File: src/rtl/univ_shift_reg_if.sv
// Signal bundle for univ_shift_reg. The master drives the control and data inputs.
// The slave (the register) drives the registered outputs back.
interface univ_shift_reg_if #(
    parameter int WIDTH = 8
);
    localparam int CW = $clog2(WIDTH);

    logic             en;
    logic [1:0]       mode;
    logic             s_in_r;
    logic             s_in_l;
    logic [WIDTH-1:0] p_in;
    logic [WIDTH-1:0] p_out;
    logic             s_out_r;
    logic             s_out_l;
    logic [CW-1:0]    shift_cnt;
    logic             word_done;

    modport master (
        output en, mode, s_in_r, s_in_l, p_in,
        input  p_out, s_out_r, s_out_l, shift_cnt, word_done
    );

    modport slave (
        input  en, mode, s_in_r, s_in_l, p_in,
        output p_out, s_out_r, s_out_l, shift_cnt, word_done
    );
endinterface

File: src/rtl/univ_shift_reg.sv
// Universal shift register: hold, shift right, shift left or parallel load, with a clock enable.
// A shared shift counter pulses word_done once every WIDTH shifts.
module univ_shift_reg #(
    parameter int WIDTH = 8
) (
    input  logic             clk,
    input  logic             rst,
    univ_shift_reg_if.slave  bus
);
    localparam int CW = $clog2(WIDTH);

    localparam logic [1:0] MODE_HOLD  = 2'b00;
    localparam logic [1:0] MODE_RIGHT = 2'b01;
    localparam logic [1:0] MODE_LEFT  = 2'b10;
    localparam logic [1:0] MODE_LOAD  = 2'b11;

    logic [WIDTH-1:0] q_q, q_d;
    logic [CW-1:0]    cnt_q, cnt_d;
    logic             done_q, done_d;
    logic             shift_d;

    always_comb begin
        q_d     = q_q;
        cnt_d   = cnt_q;
        done_d  = 1'b0;
        shift_d = 1'b0;
        if (bus.en) begin
            case (bus.mode)
                MODE_HOLD: ;
                MODE_RIGHT: begin
                    q_d     = {bus.s_in_r, q_q[WIDTH-1:1]};
                    shift_d = 1'b1;
                end
                MODE_LEFT: begin
                    q_d     = {q_q[WIDTH-2:0], bus.s_in_l};
                    shift_d = 1'b1;
                end
                MODE_LOAD: begin
                    q_d   = bus.p_in;
                    cnt_d = '0;
                end
                default: ;
            endcase
        end
        // Both directions advance the same counter; the wrap edge raises the pulse.
        if (shift_d) begin
            if (cnt_q == CW'(WIDTH - 1)) begin
                cnt_d  = '0;
                done_d = 1'b1;
            end else begin
                cnt_d = cnt_q + CW'(1);
            end
        end
    end

    always_ff @(posedge clk or negedge rst) begin
        if (!rst) begin
            q_q    <= '0;
            cnt_q  <= '0;
            done_q <= 1'b0;
        end else begin
            q_q    <= q_d;
            cnt_q  <= cnt_d;
            done_q <= done_d;
        end
    end

    assign bus.p_out     = q_q;
    assign bus.s_out_r   = q_q[0];
    assign bus.s_out_l   = q_q[WIDTH-1];
    assign bus.shift_cnt = cnt_q;
    assign bus.word_done = done_q;
endmodule
File: src/flat_wrapper.sv
// flat-port wrapper written by rule: the top's interface ports become plain ports
module univ_shift_reg_flat 
#(
    parameter int WIDTH = 8
)
  (clk, rst, bus_en, bus_mode, bus_s_in_r, bus_s_in_l, bus_p_in, bus_p_out, bus_s_out_r, bus_s_out_l, bus_shift_cnt, bus_word_done);
  univ_shift_reg_if #(.WIDTH(WIDTH)) bus_i ();
  input  logic clk;
  input  logic rst;
  input wire logic [$bits(bus_i.en)-1:0] bus_en;
  input wire logic [$bits(bus_i.mode)-1:0] bus_mode;
  input wire logic [$bits(bus_i.s_in_r)-1:0] bus_s_in_r;
  input wire logic [$bits(bus_i.s_in_l)-1:0] bus_s_in_l;
  input wire logic [$bits(bus_i.p_in)-1:0] bus_p_in;
  output wire logic [$bits(bus_i.p_out)-1:0] bus_p_out;
  output wire logic [$bits(bus_i.s_out_r)-1:0] bus_s_out_r;
  output wire logic [$bits(bus_i.s_out_l)-1:0] bus_s_out_l;
  output wire logic [$bits(bus_i.shift_cnt)-1:0] bus_shift_cnt;
  output wire logic [$bits(bus_i.word_done)-1:0] bus_word_done;
  assign bus_i.en = bus_en;
  assign bus_i.mode = bus_mode;
  assign bus_i.s_in_r = bus_s_in_r;
  assign bus_i.s_in_l = bus_s_in_l;
  assign bus_i.p_in = bus_p_in;
  assign bus_p_out = bus_i.p_out;
  assign bus_s_out_r = bus_i.s_out_r;
  assign bus_s_out_l = bus_i.s_out_l;
  assign bus_shift_cnt = bus_i.shift_cnt;
  assign bus_word_done = bus_i.word_done;
  univ_shift_reg #(.WIDTH(WIDTH)) u_core (.clk(clk), .rst(rst), .bus(bus_i));
endmodule
File: config.mk
export PLATFORM = sky130hd
export DESIGN_NAME = univ_shift_reg_flat
export DESIGN_NICKNAME = d
export VERILOG_FILES = /design/src/rtl/univ_shift_reg_if.sv /design/src/rtl/univ_shift_reg.sv /design/src/flat_wrapper.sv
export SDC_FILE = /design/constraint.sdc
export NUM_CORES = 1
export LEC_CHECK = 0
export CORE_MARGIN = 2
export CORE_UTILIZATION = 43
export DETAILED_ROUTE_END_ITERATION = 7
export PLACE_DENSITY = 0.81
export SETUP_SLACK_MARGIN = 0.1
export SLEW_MARGIN = 30
export SYNTH_ARGS = -nofsm -noshare
export SYNTH_HDL_FRONTEND = slang
export SYNTH_SLANG_ARGS = --single-unit
export TNS_END_PERCENT = 5
File: constraint.sdc
create_clock -name clk -period 1.7 [get_ports clk]
set_input_delay 0.34 -clock clk [delete_from_list [all_inputs] [get_ports clk]]
set_output_delay 0.34 -clock clk [all_outputs]
set_load 0.02 [all_outputs]
# Word level (Yosys, flattened, before mapping)
# Cells that the tools add are included.
dict set report totals {
  regBits 12
  in_bits 15
  output_inout_bits 14
  wordCells 23
}
dict set report classes {
  addsub 1
  eq_ne 4
  n_mux 9
  n_reduce_logical 6
}
# operator n
set op_table {}
lappend op_table {{$pmux 8 s3} 1}
lappend op_table {{$mux 3} 4}
lappend op_table {{$eq 2x2->1 const B} 2}
lappend op_table {{$mux 1} 4}
lappend op_table {{$reduce_and 2->1} 2}
lappend op_table {{$reduce_bool 2->1} 2}
lappend op_table {{$add 3x1->3 const B} 1}
lappend op_table {{$eq 3x3->1 const B} 1}
lappend op_table {{$reduce_bool 3->1} 1}
lappend op_table {{$eq 2x1->1 const B} 1}
lappend op_table {{$reduce_or 2->1} 1}

# Logic depth before layout (Yosys ltp)
dict set report logic_depth {
  depth_word 6
  mapped_depth 6
  depth_no_buf 5
}

# Worst setup path after synthesis
# No wires, ideal clock.
dict set report synth_path {
  path_type {reg-to-reg}
  start {register u_core.cnt_q[0] (netlist: u_core.bus.shift_cnt[0])}
  end {register u_core.cnt_q[2] (netlist: u_core.bus.shift_cnt[2])}
  setup_ns 0.122
  t_arrival_ns 1.146
  t_required_ns 1.578
  path_slack_ns 0.433
  path_stages_with_launch 4
  path_buffers 0
  period_less_slack_ns 1.267
  path_cell_list {dfrtp_1 > ha_1 > ha_1 > a32o_1}
}
dict set report synth_via {
  elab_chain_cells 3
  word_cells_on_any_way 4
  classes_between {add/sub (1); eq/ne (1); mux (2)}
}
# item line_no
set synth_rtl {}
lappend synth_rtl {{from (decl)} univ_shift_reg.sv:18} ;# logic [CW-1:0] cnt_q, cnt_d;
lappend synth_rtl {{from (signal assigned)} univ_shift_reg.sv:63} ;# cnt_q <= cnt_d;
lappend synth_rtl {{$add 3x1->3 or $eq 3x3->1 (tied branches)} {univ_shift_reg.sv:51, univ_shift_reg.sv:47}}
lappend synth_rtl {{$mux 3 (*)} univ_shift_reg.sv:47} ;# if (cnt_q == CW'(WIDTH - 1)) begin
lappend synth_rtl {{$mux 3 (*)} univ_shift_reg.sv:46} ;# if (shift_d) begin
# Mark *: on every way between the ends. The rest lies on a longest branch, timed or not.
# A chain may end at the register's enable or synchronous reset.

# Final worst setup path
dict set report layout_path {
  start {register u_core.done_q (netlist: u_core.bus.word_done)}
  end {output bus_word_done}
}
# item line_no
set layout_lines {}
lappend layout_lines {{from (decl)} univ_shift_reg.sv:19} ;# logic done_q, done_d;
lappend layout_lines {{from (signal assigned)} univ_shift_reg.sv:64} ;# done_q <= done_d;
lappend layout_lines {{to (decl)} flat_wrapper.sv:19} ;# output wire logic [$bits(bus_i.word_done)-1:0] bus_word_done;
# No word-level cell between the ends.

==> flow_metrics.tcl <==
set metrics [dict create \
    status "complete, no violations" \
    hold_class "input port to async pin" \
    vias 617 \
    finalCritPeriodShare_pct 90.7 \
    cts_buffers 3 \
    r2r_slack_ps 470 \
    syn-num-nets 84 \
    layout_commonest_cell "clkdlybuf4s50_1" \
    skew_ps 5.25 \
    cpPeakStageDelay_ps 590 \
    cp_max_fo 1 \
    clk_latency_ps 280 \
    num_io_pins 29 \
    htree_num_levels 1 \
    final-setup-viol-count 0 \
    grt_pass1_vias 561 \
    reg2reg_depth 3 \
    grt_setup_unrepaired "no" \
    cts_setup_buffers 0 \
    relSlewSlack_pct 62.6 \
    final_cell_mix "clkdlybuf4s50_1, dlymetal6s2s_1, dfrtp_1" \
    final_cell_area_um2 1030 \
    grt_max_degree 17 \
    drt_drc_violations_left 0 \
    clockBufferDepth 2 \
    path_delay_family "buffers and inverters" \
    ant_nets 0 \
    wire_per_inst_um 14.7 \
    power.total_w 0.00106 \
    drt_first_iter_violations 11 \
    synth_seq_cells 12 \
    tightest_slew_ps 559 \
    cp-start-kind "flop" \
    hold_viol_final 0 \
    die_w_um 43.5 \
    post-place-cells 105 \
    fin_nets 114 \
    ys_warn_count 0 \
    final_cells 109 \
    antenna_found_initial 0 \
    grt.total_usage_pct 18.8 \
    max_clock_freq_ghz 0.649 \
    yosysSeqAreaShare_pct 44.9 \
    drt-total-wl_mm 1.60 \
    path_class "flop to output pin" \
    core-area_um2 1490 \
    grt-ovfl-total 0 \
    r2r-start "u_core.bus.shift_cnt[0]" \
    syn_avg_cell_area_um2 10.5 \
    final_layout_size_suffix_gt1_share_pct 10.8 \
    die_area_um2 1890 \
    fp.dieH_um 43.5 \
    num_rows 14 \
    ir_drop_v 0.000747 \
    cts_root_buf "clkbuf_4" \
    cts.sinks 12 \
    initial_core_util_pct 45.0 \
    path_buf_inv 1 \
    cp.arrival_ps 1200 \
    cts_tree "yes" \
    min_period_ps 1540 \
    cp_slowest_cell "clkdlybuf4s50_1" \
    reg2reg_to "u_core.bus.shift_cnt[2]" \
    drv_cap 0 \
    dpl_cell_area_um2 952 \
    worstPathRequired_ps 1360 \
    syn-cell-area_um2 669 \
    grt_pass1_wl_mm 2.54 \
    fillers 125 \
    antenna_cells 0 \
    synthCells 64 \
    first_pass_iters 4 \
    path_cells "clkdlybuf4s50_1" \
    clkTransAtPathRegs_ps 80 \
    area_growth_pct 53.6 \
    power_density_nw_per_um2 1030 \
    critPathCaptureType "output pin" \
    drv_slew 0 \
    io_buffer_count 28 \
    leakagePower_nw 0.609 \
    ys_types 15 \
    gp_congestion 0.721 \
    vias_per_cell 5.66 \
]
per-layer routing:
metal	wire, µm	global-route usage (%)
met1	653	23.1
met2	813	30.4
met3	105	4.17
met4	27	10.9
met5	0	0
per-stage QoR:
step / setup slack (ps) / TNS, ps / utilization [%] / hold slack, ps
after floorplan: 433 / 0 / - / 44.4
final: 159 / 0 / 69.1 / 415
after global routing: 109 / 0 / 69.1 / 459
after global placement: -133 / -1190 / 63.9 / 514
after CTS: 36.5 / 0 / 66.3 / 428
after detailed placement: -154 / -1480 / 63.9 / 528
registers in the layout (all words and copies together), names as in the netlist:
register / cells
u_core.bus.p_out: 8
u_core.bus.shift_cnt: 3
u_core.bus.word_done: 1
where the power goes:
group / total, W / leakage, nW / switching, W / internal [W]
Clock: 0.000234 / 0.0210 / 0.000104 / 0.000130
Sequential: 0.000410 / 0.155 / 0.0000623 / 0.000348
Combinational: 0.000415 / 0.434 / 0.000205 / 0.000210
what timing repair did:
| item | in CTS | in global routing |
|---|---|---|
| hold buffers | 0 | 0 |
| resized for setup | 1 | 15 |
| endpoints found under the setup margin | 13 | 19 |
cells by family (layout without fill, tap and decap cells):
logic type | Yosys count | count (layout) | share of synthesized area [%]
buf+inv | 7 | 36 | 7.85
fa+ha+maj | 5 | 5 | 9.35
compound gates | 28 | 28 | 27.7
simple gates | 12 | 12 | 10.3
flops | 12 | 12 | 44.9
Yosys cell counts:
master	n	area, µm²
dfrtp_1	12	300
a21oi_1	8	40.0
a22o_1	8	70.1
nand2_1	8	30.0
o21ai_1	8	40.0
ha_1	5	62.6
a32o_1	3	30.0
buf_4	3	22.5
buf_6	2	22.5
inv_1	2	7.51
and3_1	1	6.26
nand2b_2	1	8.76
nor2_1	1	3.75
nor2_8	1	20.0
o21ai_0	1	5.00
area by class of cell:
cell class / count / area, µm² / area share, %
multi-input cells: 45 / 328 / 31.9
inverters: 2 / 7.51 / 0.730
well taps: 16 / 20.0 / 1.95
clock buffers: 4 / 36.3 / 3.53
repair buffers: 30 / 337 / 32.7
flip-flops and latches: 12 / 300 / 29.2
how the worst max path moves through the flow:
stage,to,startpoint,cells after the start,slack [ps]
final,bus_word_done,u_core.bus.word_done,1,160
after global routing,u_core.bus.shift_cnt[0],bus_mode[0],6,110
after CTS,bus_p_out[0],u_core.bus.p_out[0],1,40
after detailed placement,u_core.bus.p_out[0],bus_mode[0],6,-150
after global placement,u_core.bus.p_out[0],bus_mode[0],6,-130
after floorplan,u_core.bus.shift_cnt[2],u_core.bus.shift_cnt[0],3,430
No activity file was read; power rests on OpenSTA's default activity.
